--- src/rtl/cnn_mac_pkg.sv ---
// Shared widths, fixed-point constants and FSM encoding for the CNN MAC sequencer.
package cnn_mac_pkg;

   localparam int unsigned FEAT_W   = 14;
   localparam int unsigned WGT_W    = 7;
   localparam int unsigned WGT_FRAC = 6;
   localparam int unsigned PROD_W   = FEAT_W + WGT_W;
   localparam int unsigned MAX_LEN  = 256;
   localparam int unsigned ADDR_W   = $clog2(MAX_LEN);
   localparam int unsigned LEN_W    = ADDR_W + 1;
   localparam int unsigned ACC_W    = PROD_W + $clog2(MAX_LEN);

   typedef enum logic [1:0] {
      IDLE,
      RUN,
      DRAIN,
      DONE
   } state_t;

endpackage

--- src/rtl/cnn_mac_sat.sv ---
// Rescale a full-precision accumulator back to the feature format:
// floor shift by the weight fraction bits, then clamp to the feature range.
module cnn_mac_sat
   import cnn_mac_pkg::*;
(
   input  logic signed [ACC_W-1:0]  acc,
   output logic signed [FEAT_W-1:0] result_c
);

   localparam logic signed [ACC_W-1:0] SAT_HI = ACC_W'((2 ** (FEAT_W - 1)) - 1);
   localparam logic signed [ACC_W-1:0] SAT_LO = ~SAT_HI;

   logic signed [ACC_W-1:0] shifted;

   always_comb begin
      shifted = acc >>> WGT_FRAC;
      if (shifted > SAT_HI) begin
         result_c = SAT_HI[FEAT_W-1:0];
      end else if (shifted < SAT_LO) begin
         result_c = SAT_LO[FEAT_W-1:0];
      end else begin
         result_c = shifted[FEAT_W-1:0];
      end
   end

endmodule

--- src/rtl/cnn_mac_seq.sv ---
// Dot-product sequencer: streams feature/weight buffers through an external
// multiplier, accumulates with bias, and returns a saturated feature value.
module cnn_mac_seq
   import cnn_mac_pkg::*;
(
   input  logic              ap_clk,
   input  logic              ap_rst,
   input  logic              ap_start,
   output logic              ap_done,
   output logic              ap_idle,
   output logic              ap_ready,
   input  logic [LEN_W-1:0]  len,
   input  logic [FEAT_W-1:0] bias,
   output logic [ADDR_W-1:0] feat_address0,
   output logic              feat_ce0,
   input  logic [FEAT_W-1:0] feat_q0,
   output logic [ADDR_W-1:0] wgt_address0,
   output logic              wgt_ce0,
   input  logic [WGT_W-1:0]  wgt_q0,
   output logic [FEAT_W-1:0] mul_din0,
   output logic [WGT_W-1:0]  mul_din1,
   input  logic [PROD_W-1:0] mul_dout,
   output logic [FEAT_W-1:0] ap_return
);

   state_t                   state;
   state_t                   next_state;
   logic [LEN_W-1:0]         len_q;
   logic [ADDR_W-1:0]        addr;
   logic                     ce;
   logic                     drain_cnt;
   logic                     v1;
   logic                     v2;
   logic [PROD_W-1:0]        prod_reg;
   logic signed [ACC_W-1:0]  acc;
   logic signed [ACC_W-1:0]  acc_next;
   logic signed [ACC_W-1:0]  prod_ext;
   logic signed [FEAT_W-1:0] sat_c;
   logic                     start_c;
   logic                     last_c;

   assign start_c  = (state == IDLE) && ap_start;
   assign last_c   = (LEN_W'(addr) == (len_q - LEN_W'(1)));
   assign prod_ext = ACC_W'($signed(prod_reg));
   // Final product lands on the same edge that enters DONE, so saturate the next value.
   assign acc_next = v2 ? (acc + prod_ext) : acc;

   always_ff @(posedge ap_clk) begin
      if (ap_rst) begin
         state <= IDLE;
      end else begin
         state <= next_state;
      end
   end

   always_comb begin
      next_state = state;
      case (state)
         IDLE:    if (ap_start) next_state = (len == '0) ? DRAIN : RUN;
         RUN:     if (last_c) next_state = DRAIN;
         DRAIN:   if (drain_cnt) next_state = DONE;
         DONE:    next_state = IDLE;
         default: next_state = IDLE;
      endcase
   end

   always_ff @(posedge ap_clk) begin
      if (ap_rst) begin
         len_q     <= '0;
         addr      <= '0;
         ce        <= 1'b0;
         drain_cnt <= 1'b0;
         v1        <= 1'b0;
         v2        <= 1'b0;
         prod_reg  <= '0;
         acc       <= '0;
         ap_done   <= 1'b0;
         ap_idle   <= 1'b1;
         ap_return <= '0;
      end else begin
         ce        <= (next_state == RUN);
         drain_cnt <= (state == DRAIN) && !drain_cnt;
         v1        <= ce;
         v2        <= v1;
         prod_reg  <= mul_dout;
         ap_done   <= (next_state == DONE);
         ap_idle   <= (next_state == IDLE);
         if (state == IDLE) begin
            addr <= '0;
         end else if ((state == RUN) && (next_state == RUN)) begin
            addr <= addr + ADDR_W'(1);
         end
         if (start_c) begin
            len_q <= len;
            acc   <= ACC_W'($signed(bias)) <<< WGT_FRAC;
         end else begin
            acc <= acc_next;
         end
         if (next_state == DONE) begin
            ap_return <= sat_c;
         end
      end
   end

   cnn_mac_sat u_sat (
      .acc      (acc_next),
      .result_c (sat_c)
   );

   assign feat_address0 = addr;
   assign wgt_address0  = addr;
   assign feat_ce0      = ce;
   assign wgt_ce0       = ce;
   assign mul_din0      = v1 ? feat_q0 : '0;
   assign mul_din1      = v1 ? wgt_q0 : '0;
   assign ap_ready      = ap_done;

endmodule
--- config.mk ---
export PLATFORM = sky130hd
export DESIGN_NAME = cnn_mac_seq
export DESIGN_NICKNAME = d
export VERILOG_FILES = /design/src/rtl/cnn_mac_pkg.sv /design/src/rtl/cnn_mac_sat.sv /design/src/rtl/cnn_mac_seq.sv
export SDC_FILE = /design/constraint.sdc
export NUM_CORES = 1
export LEC_CHECK = 0
export BUFFER_PORTS_ARGS = -buffer_cell sky130_fd_sc_hd__buf_4
export CAP_MARGIN = 20
export CORE_MARGIN = 5
export CORE_UTILIZATION = 50
export CTS_CLUSTER_DIAMETER = 80
export DETAILED_ROUTE_END_ITERATION = 10
export PLACE_DENSITY_LB_ADDON = 0.25
export SKIP_CTS_REPAIR_TIMING = 1
export SYNTH_ARGS = -nofsm -noshare
export SYNTH_HDL_FRONTEND = slang
export SYNTH_SLANG_ARGS = --single-unit
--- constraint.sdc ---
create_clock -name ap_clk -period 3.25 [get_ports ap_clk]
set_input_delay 0.325 -clock ap_clk [delete_from_list [all_inputs] [get_ports ap_clk]]
set_output_delay 0.325 -clock ap_clk [all_outputs]
set_load 0.01 [all_outputs]
# ---- Yosys cells after proc, flatten, opt, wreduce, memory -nomap -nowiden
# Index checks and enable logic that the tools add are counted.
dict set report totals {
  reg_bits 89
  latch_bits 0
  mem_bits_rw 0
  mem_bits_ro 0
  input_bits 68
  out_inout_bits 56
  n_memories 0
}
dict set report classes {
  n_addsub 3
  mul 0
  div 0
  order_cmp 2
  eq_ne 6
  shift 0
  mux 11
  bitwise 0
  reduce_logical 9
}
# cell n
set op_table {}
lappend op_table {{$mux 29} 2}
lappend op_table {{$mux 14} 3}
lappend op_table {{$add 29x21->29} 1}
lappend op_table {{$gt 23x14->1 const B} 1}
lappend op_table {{$lt 23x14->1 const B} 1}
lappend op_table {{$eq 8x9->1} 1}
lappend op_table {{$logic_not 9->1} 1}
lappend op_table {{$sub 9x1->9 const B} 1}
lappend op_table {{$add 8x1->8 const B} 1}
lappend op_table {{$mux 2} 4}
lappend op_table {{$pmux 2 s4} 1}
lappend op_table {{$mux 7} 1}
lappend op_table {{$eq 2x2->1 const B} 3}
lappend op_table {{$eq 2x1->1 const B} 2}
lappend op_table {{$logic_not 2->1} 2}
lappend op_table {{$reduce_or 2->1} 2}
lappend op_table {{$logic_and 1x1->1} 3}
lappend op_table {{$logic_not 1->1} 1}

# ---- Depth between registers and ports, before layout
dict set report logic_depth {
  word_depth 6
  mapped_depth 14
  mapped_depth_nobuf 13
}

# ---- By module
# A second synthesis with hierarchy kept.
dict set report unflattened {
  hier_cells 713
  hier_area_um2 5805.6
}
# mod instances cells_each area_each_um2 seq_area_each_um2
set by_module_without_submodules {}
lappend by_module_without_submodules {cnn_mac_seq 1 660 5386.4 1781.7}
lappend by_module_without_submodules {cnn_mac_sat 1 53 419.2 0.0}

# ---- Least setup slack after synthesis
# Ideal clock, no wire load.
dict set report synth_path {
  path_kind {register to register}
  from {register prod_reg[20]}
  to {register ap_return[1]}
  setup_time_ps 122
  t_arrival_ps 3060
  required_time_ps 3128
  slack_ps 68
  path_stages_with_launch 13
  path_buffers 2
  path_cell_list {dfxtp_1 > ha_1 > buf_6 > a21oi_1 > o221ai_2 > nor2b_1 > or4_1 > a31oi_1 > a21o_1 > o41ai_4 > and2_1 > buf_6 > a221o_1}
}
dict set report synth_via {
  elab_chain_len 5
  elab_cells_between_ends 6
  classes_between {1 x add/sub; 2 x order compare; 3 x mux}
}
# item line_no
set synth_rtl {}
lappend synth_rtl {{start, declared} cnn_mac_seq.sv:34} ;# logic [PROD_W-1:0] prod_reg;
lappend synth_rtl {{start signal, assigned} cnn_mac_seq.sv:85} ;# prod_reg <= mul_dout;
lappend synth_rtl {{$add 29x21->29 *} cnn_mac_seq.sv:46} ;# assign acc_next = v2 ? (acc + prod_ext) : acc;
lappend synth_rtl {{$mux 29 *} cnn_mac_seq.sv:46}
lappend synth_rtl {{$lt 23x14->1} cnn_mac_sat.sv:19} ;# end else if (shifted < SAT_LO) begin
lappend synth_rtl {{$mux 14} cnn_mac_sat.sv:19}
lappend synth_rtl {{$mux 14 *} cnn_mac_sat.sv:17} ;# if (shifted > SAT_HI) begin
lappend synth_rtl {{end signal, assigned} cnn_mac_seq.sv:100} ;# ap_return <= sat_c;
lappend synth_rtl {{end, declared} cnn_mac_seq.sv:23} ;# output logic [FEAT_W-1:0] ap_return
# Every way passes the cells marked *; elsewhere a longest branch is shown, timed or not.
# A chain may end at the register's enable or synchronous reset.

# ---- Worst setup path after layout
dict set report layout_path {
  from {register acc[9]}
  to {register ap_return[1]}
}
dict set report layout_via {
  elab_chain_len 5
  elab_cells_between_ends 6
  classes_between {1 x add/sub; 2 x order compare; 3 x mux}
}
# item line_no
set layout_rtl {}
lappend layout_rtl {{start, declared} cnn_mac_seq.sv:35} ;# logic signed [ACC_W-1:0] acc;
lappend layout_rtl {{start signal, assigned} cnn_mac_seq.sv:95} ;# acc <= ACC_W'($signed(bias)) <<< WGT_FRAC;
lappend layout_rtl {{start signal, assigned} cnn_mac_seq.sv:97} ;# acc <= acc_next;
lappend layout_rtl {{$add 29x21->29} cnn_mac_seq.sv:46}
lappend layout_rtl {{$mux 29 *} cnn_mac_seq.sv:46}
lappend layout_rtl {{$lt 23x14->1} cnn_mac_sat.sv:19}
lappend layout_rtl {{$mux 14} cnn_mac_sat.sv:19}
lappend layout_rtl {{$mux 14 *} cnn_mac_sat.sv:17}
# Marked as above.

==> metrics.md <==
| Metric | Value |
|---|---|
| Status | finished clean |
| Syn_nets | 783 |
| Layout cell share with drive strength beyond 1 | 0.365 |
| Lkg Pwr | 3.25 nW |
| Internal | 2.08 mW |
| Final min period | 3.15 ns |
| Combinational Power Share | 0.260 |
| H-tree levels | 3 |
| Vias in the first global route | 5609 |
| Die H | 117 um |
| First-pass GRT wire length | 27100 um |
| Flop pwr share | 0.400 |
| Total wire length | 17000 um |
| Peak VDD IR | 0.500 mV |
| CP Max Fanout | 10 |
| NumNets Final | 949 |
| Fin crit share | 0.970 |
| Sink Count | 89 |
| Pwr/cell area | 384 nW/um^2 |
| Register area share after synthesis | 0.312 |
| Worst-path clk slew | 0.07 ns |
| Gr ovfl total | 0 |
| Slew HR | 0.295 |
| Yosys top cell by area | dfxtp_1 |
| Pre-Repair DR Iteration Count | 5 |
| Total of max-cap violations | 0 |
| Post-Synth Simple-Gate Area | 0.260 |
| Largest family of logic cells by synthesized area | simple AND/OR/NAND/NOR gates |
| Die Wd | 117 um |
| Final core occ | 0.688 |
| Detail Placement HPWL | 12600 um |
| Area Growth Syn to Fin | 36.3% |
| Setup TNS | 0 ns |
| Via count | 5611 |
| CTS buffer count | 9 |
| Die Area | 13700 um^2 |
| Antenna diodes | 0 |
| Yosys warns | 0 |
| Synth area leaders | dfxtp_1 31%, ha_1 6.6%, a21oi_1 6.0% |
| Yosys reg bits | 89 |
| Clock Root Buffer | clkbuf_16 |
| Total core area | 11300 um^2 |
| Bufs on Longest Clock Path | 2 |
| Endpoint type of the worst setup path | flop |
| Placement Rows | 39 |
| Vias per inst | 5.62 |
| Slew @ Worst Pin | 1.06 ns |
| Post-Synth XOR/XNOR Area | 0.0490 |
| Post-synth EDFFs | 0 |
| IO Count | 124 |
| Mux cell area share after synthesis | 0.0387 |
| Leading cell types in the layout, fill and taps excluded | 195 x buf_4, 80 x dfxtp_1, 76 x nand2_1, 58 x a21oi_1, 53 x nor2_1 |
| Ys flop type | dfxtp_1 |
| Hold Vio Cnt, Final | 0 |
| Critical Path AT | 3.40 ns |
| Post-synthesis compound-gate area fraction | 0.212 |
| Async SR Flop Fraction | 0 |
| Gr usage total | 0.250 |
| Net switching power | 0.905 mW |
| DRC viols | 0 |
| CP required | 3.50 ns |
| Drt initial violations | 282 |
| Final Max Slew Viols | 0 |
| Largest net degree at the start of global routing | 46 |
| Port bufs | 123 |
| Syn_area_per_cell | 8.36 um^2 |
| GP Congestion | 0.938 |
| DR WL/cell | 17.0 um |
| Pre-CTS WS | -0.120 ns |
| Final setup viols | 0 |
| Initial Util | 0.505 |
| Synth top area share | 0.312 |
| Min-delay worst type | in -> reg |
| Clock skew | 0.0129 ns |
| Setup Crit Path Kind | reg -> reg |
| Post-synthesis instance area | 5720 um^2 |
| Upper clock frequency limit | 317 MHz |
| Setup crit start kind | flop |
| Clock share of power | 0.340 |
| Adder-cell share of the synthesized area | 0.0692 |
| CTS tree | yes |
| Netlist cell types | 75 |
| Setup slack after layout | 0.0977 ns |
| Post-Layout Cell Count | 998 |
| Post-route ant nets | 0 |
| Max reg flops | 29 |
| Cells after synthesis | 684 |
| Placed cells | 972 |
| Clk_lat worst skew | 0.36 ns |
| Switching share of power | 0.303 |
| Leading cell type in the layout, fill and taps excluded | buf_4 |
| Initial antenna violation count | 0 |
==> cell families (layout without fill, tap and decap cells) <==
kind of cell / after synthesis / count (layout)
AO/OA/AOI/OAI: 174 / 174
flip-flops: 89 / 89
multiplexers: 21 / 21
adder cells (fa/ha/maj): 31 / 31
AND/OR/NAND/NOR: 279 / 279
XOR/XNOR: 32 / 32
buffers and inverters: 58 / 229
==> critical path, cell delays in order, from the launching register on <==
cell      delay [ns]
dfxtp_1         0.31
ha_2            0.38
inv_1           0.07
or4_1           0.54
nand2b_4        0.18
a21oi_4         0.17
mux2i_2         0.27
buf_4           0.14
nand2_1         0.06
o211ai_1        0.27
o41ai_4         0.11
and2_4          0.19
a221o_1         0.34
==> power by group through the flow <==
stage | Combinational [mW] | Sequential, mW | Clock (mW)
floorplan | 0.428 | 1.19 | 0
global placement | 0.687 | 1.20 | 0
detailed placement | 0.698 | 1.20 | 0
CTS | 0.705 | 1.18 | 1.03
global route | 0.852 | 1.20 | 1.07
finish | 0.778 | 1.19 | 1.02
==> synthesized netlist by cell type (3+ instances only) <==
library cell and instances:
nand2b_1 8, and4_1 4, nor2_1 55, o21ai_0 17
nand3b_1 6, or4_1 5, clkbuf_1 15, o21a_1 5
and2_1 26, nor4b_1 3, nor3b_1 4, o21bai_1 5
mux2_2 9, o211ai_1 10, nor4_1 7, a31oi_1 7
a211oi_1 9, nand4_1 8, a21oi_2 3, a21oi_1 69
a21o_1 8, xnor2_1 23, nand3_1 7, ha_1 30
a221o_1 10, or3_1 3, nor3_1 16, nor2b_1 27
o21ai_2 3, xor2_1 9, and2b_2 5, dfxtp_1 89
nand2_1 76, mux2i_1 12, buf_6 7, and3_1 7
inv_1 17, buf_4 11
==> layout make-up <==
cell class / count / area (um^2)
Timing Repair Buffer: 196 / 1480
Clock inverter: 6 / 48.8
Sequential cell: 89 / 1800
Fill cell: 912 / 3530
Tap cell: 143 / 179
Clock buffer: 10 / 239
Multi-Input combinational cell: 537 / 3990
Inverter: 17 / 63.8
==> metrics by stage <==
| stage | power (mW) | hold slack (ns) | instance area (um^2) |
|---|---|---|---|
| 3_5_place_dp | 1.90 | 0.422 | 7030 |
| 6_report | 2.99 | 0.175 | 7790 |
| 3_3_place_gp | 1.89 | 0.405 | 7030 |
| 5_1_grt | 3.12 | 0.179 | 7790 |
| 2_1_floorplan | 1.62 | 0.393 | 5720 |
| 4_1_cts | 2.91 | 0.173 | 7310 |
==> path summary, 6_finish.rpt <==
path,startpoint,end,slack (ns),depth (start not counted)
hold reg to reg,drain_cnt,drain_cnt,0.43,1
setup reg to reg,acc[9],ap_return[1],0.1,12
hold / removal,mul_dout[9],prod_reg[9],0.18,2
setup / recovery,acc[9],ap_return[1],0.1,12
==> layer usage <==
| layer | wire length (um) | share of wire | GRT usage |
|---|---|---|---|
| met1 | 7410 | 0.44 | 0.324 |
| met2 | 8380 | 0.49 | 0.424 |
| met3 | 929 | 0.055 | 0.0530 |
| met4 | 294 | 0.017 | 0.0673 |
| met5 | 0 | 0 | 0 |
Note: power is estimated with default switching activity, not from simulation.
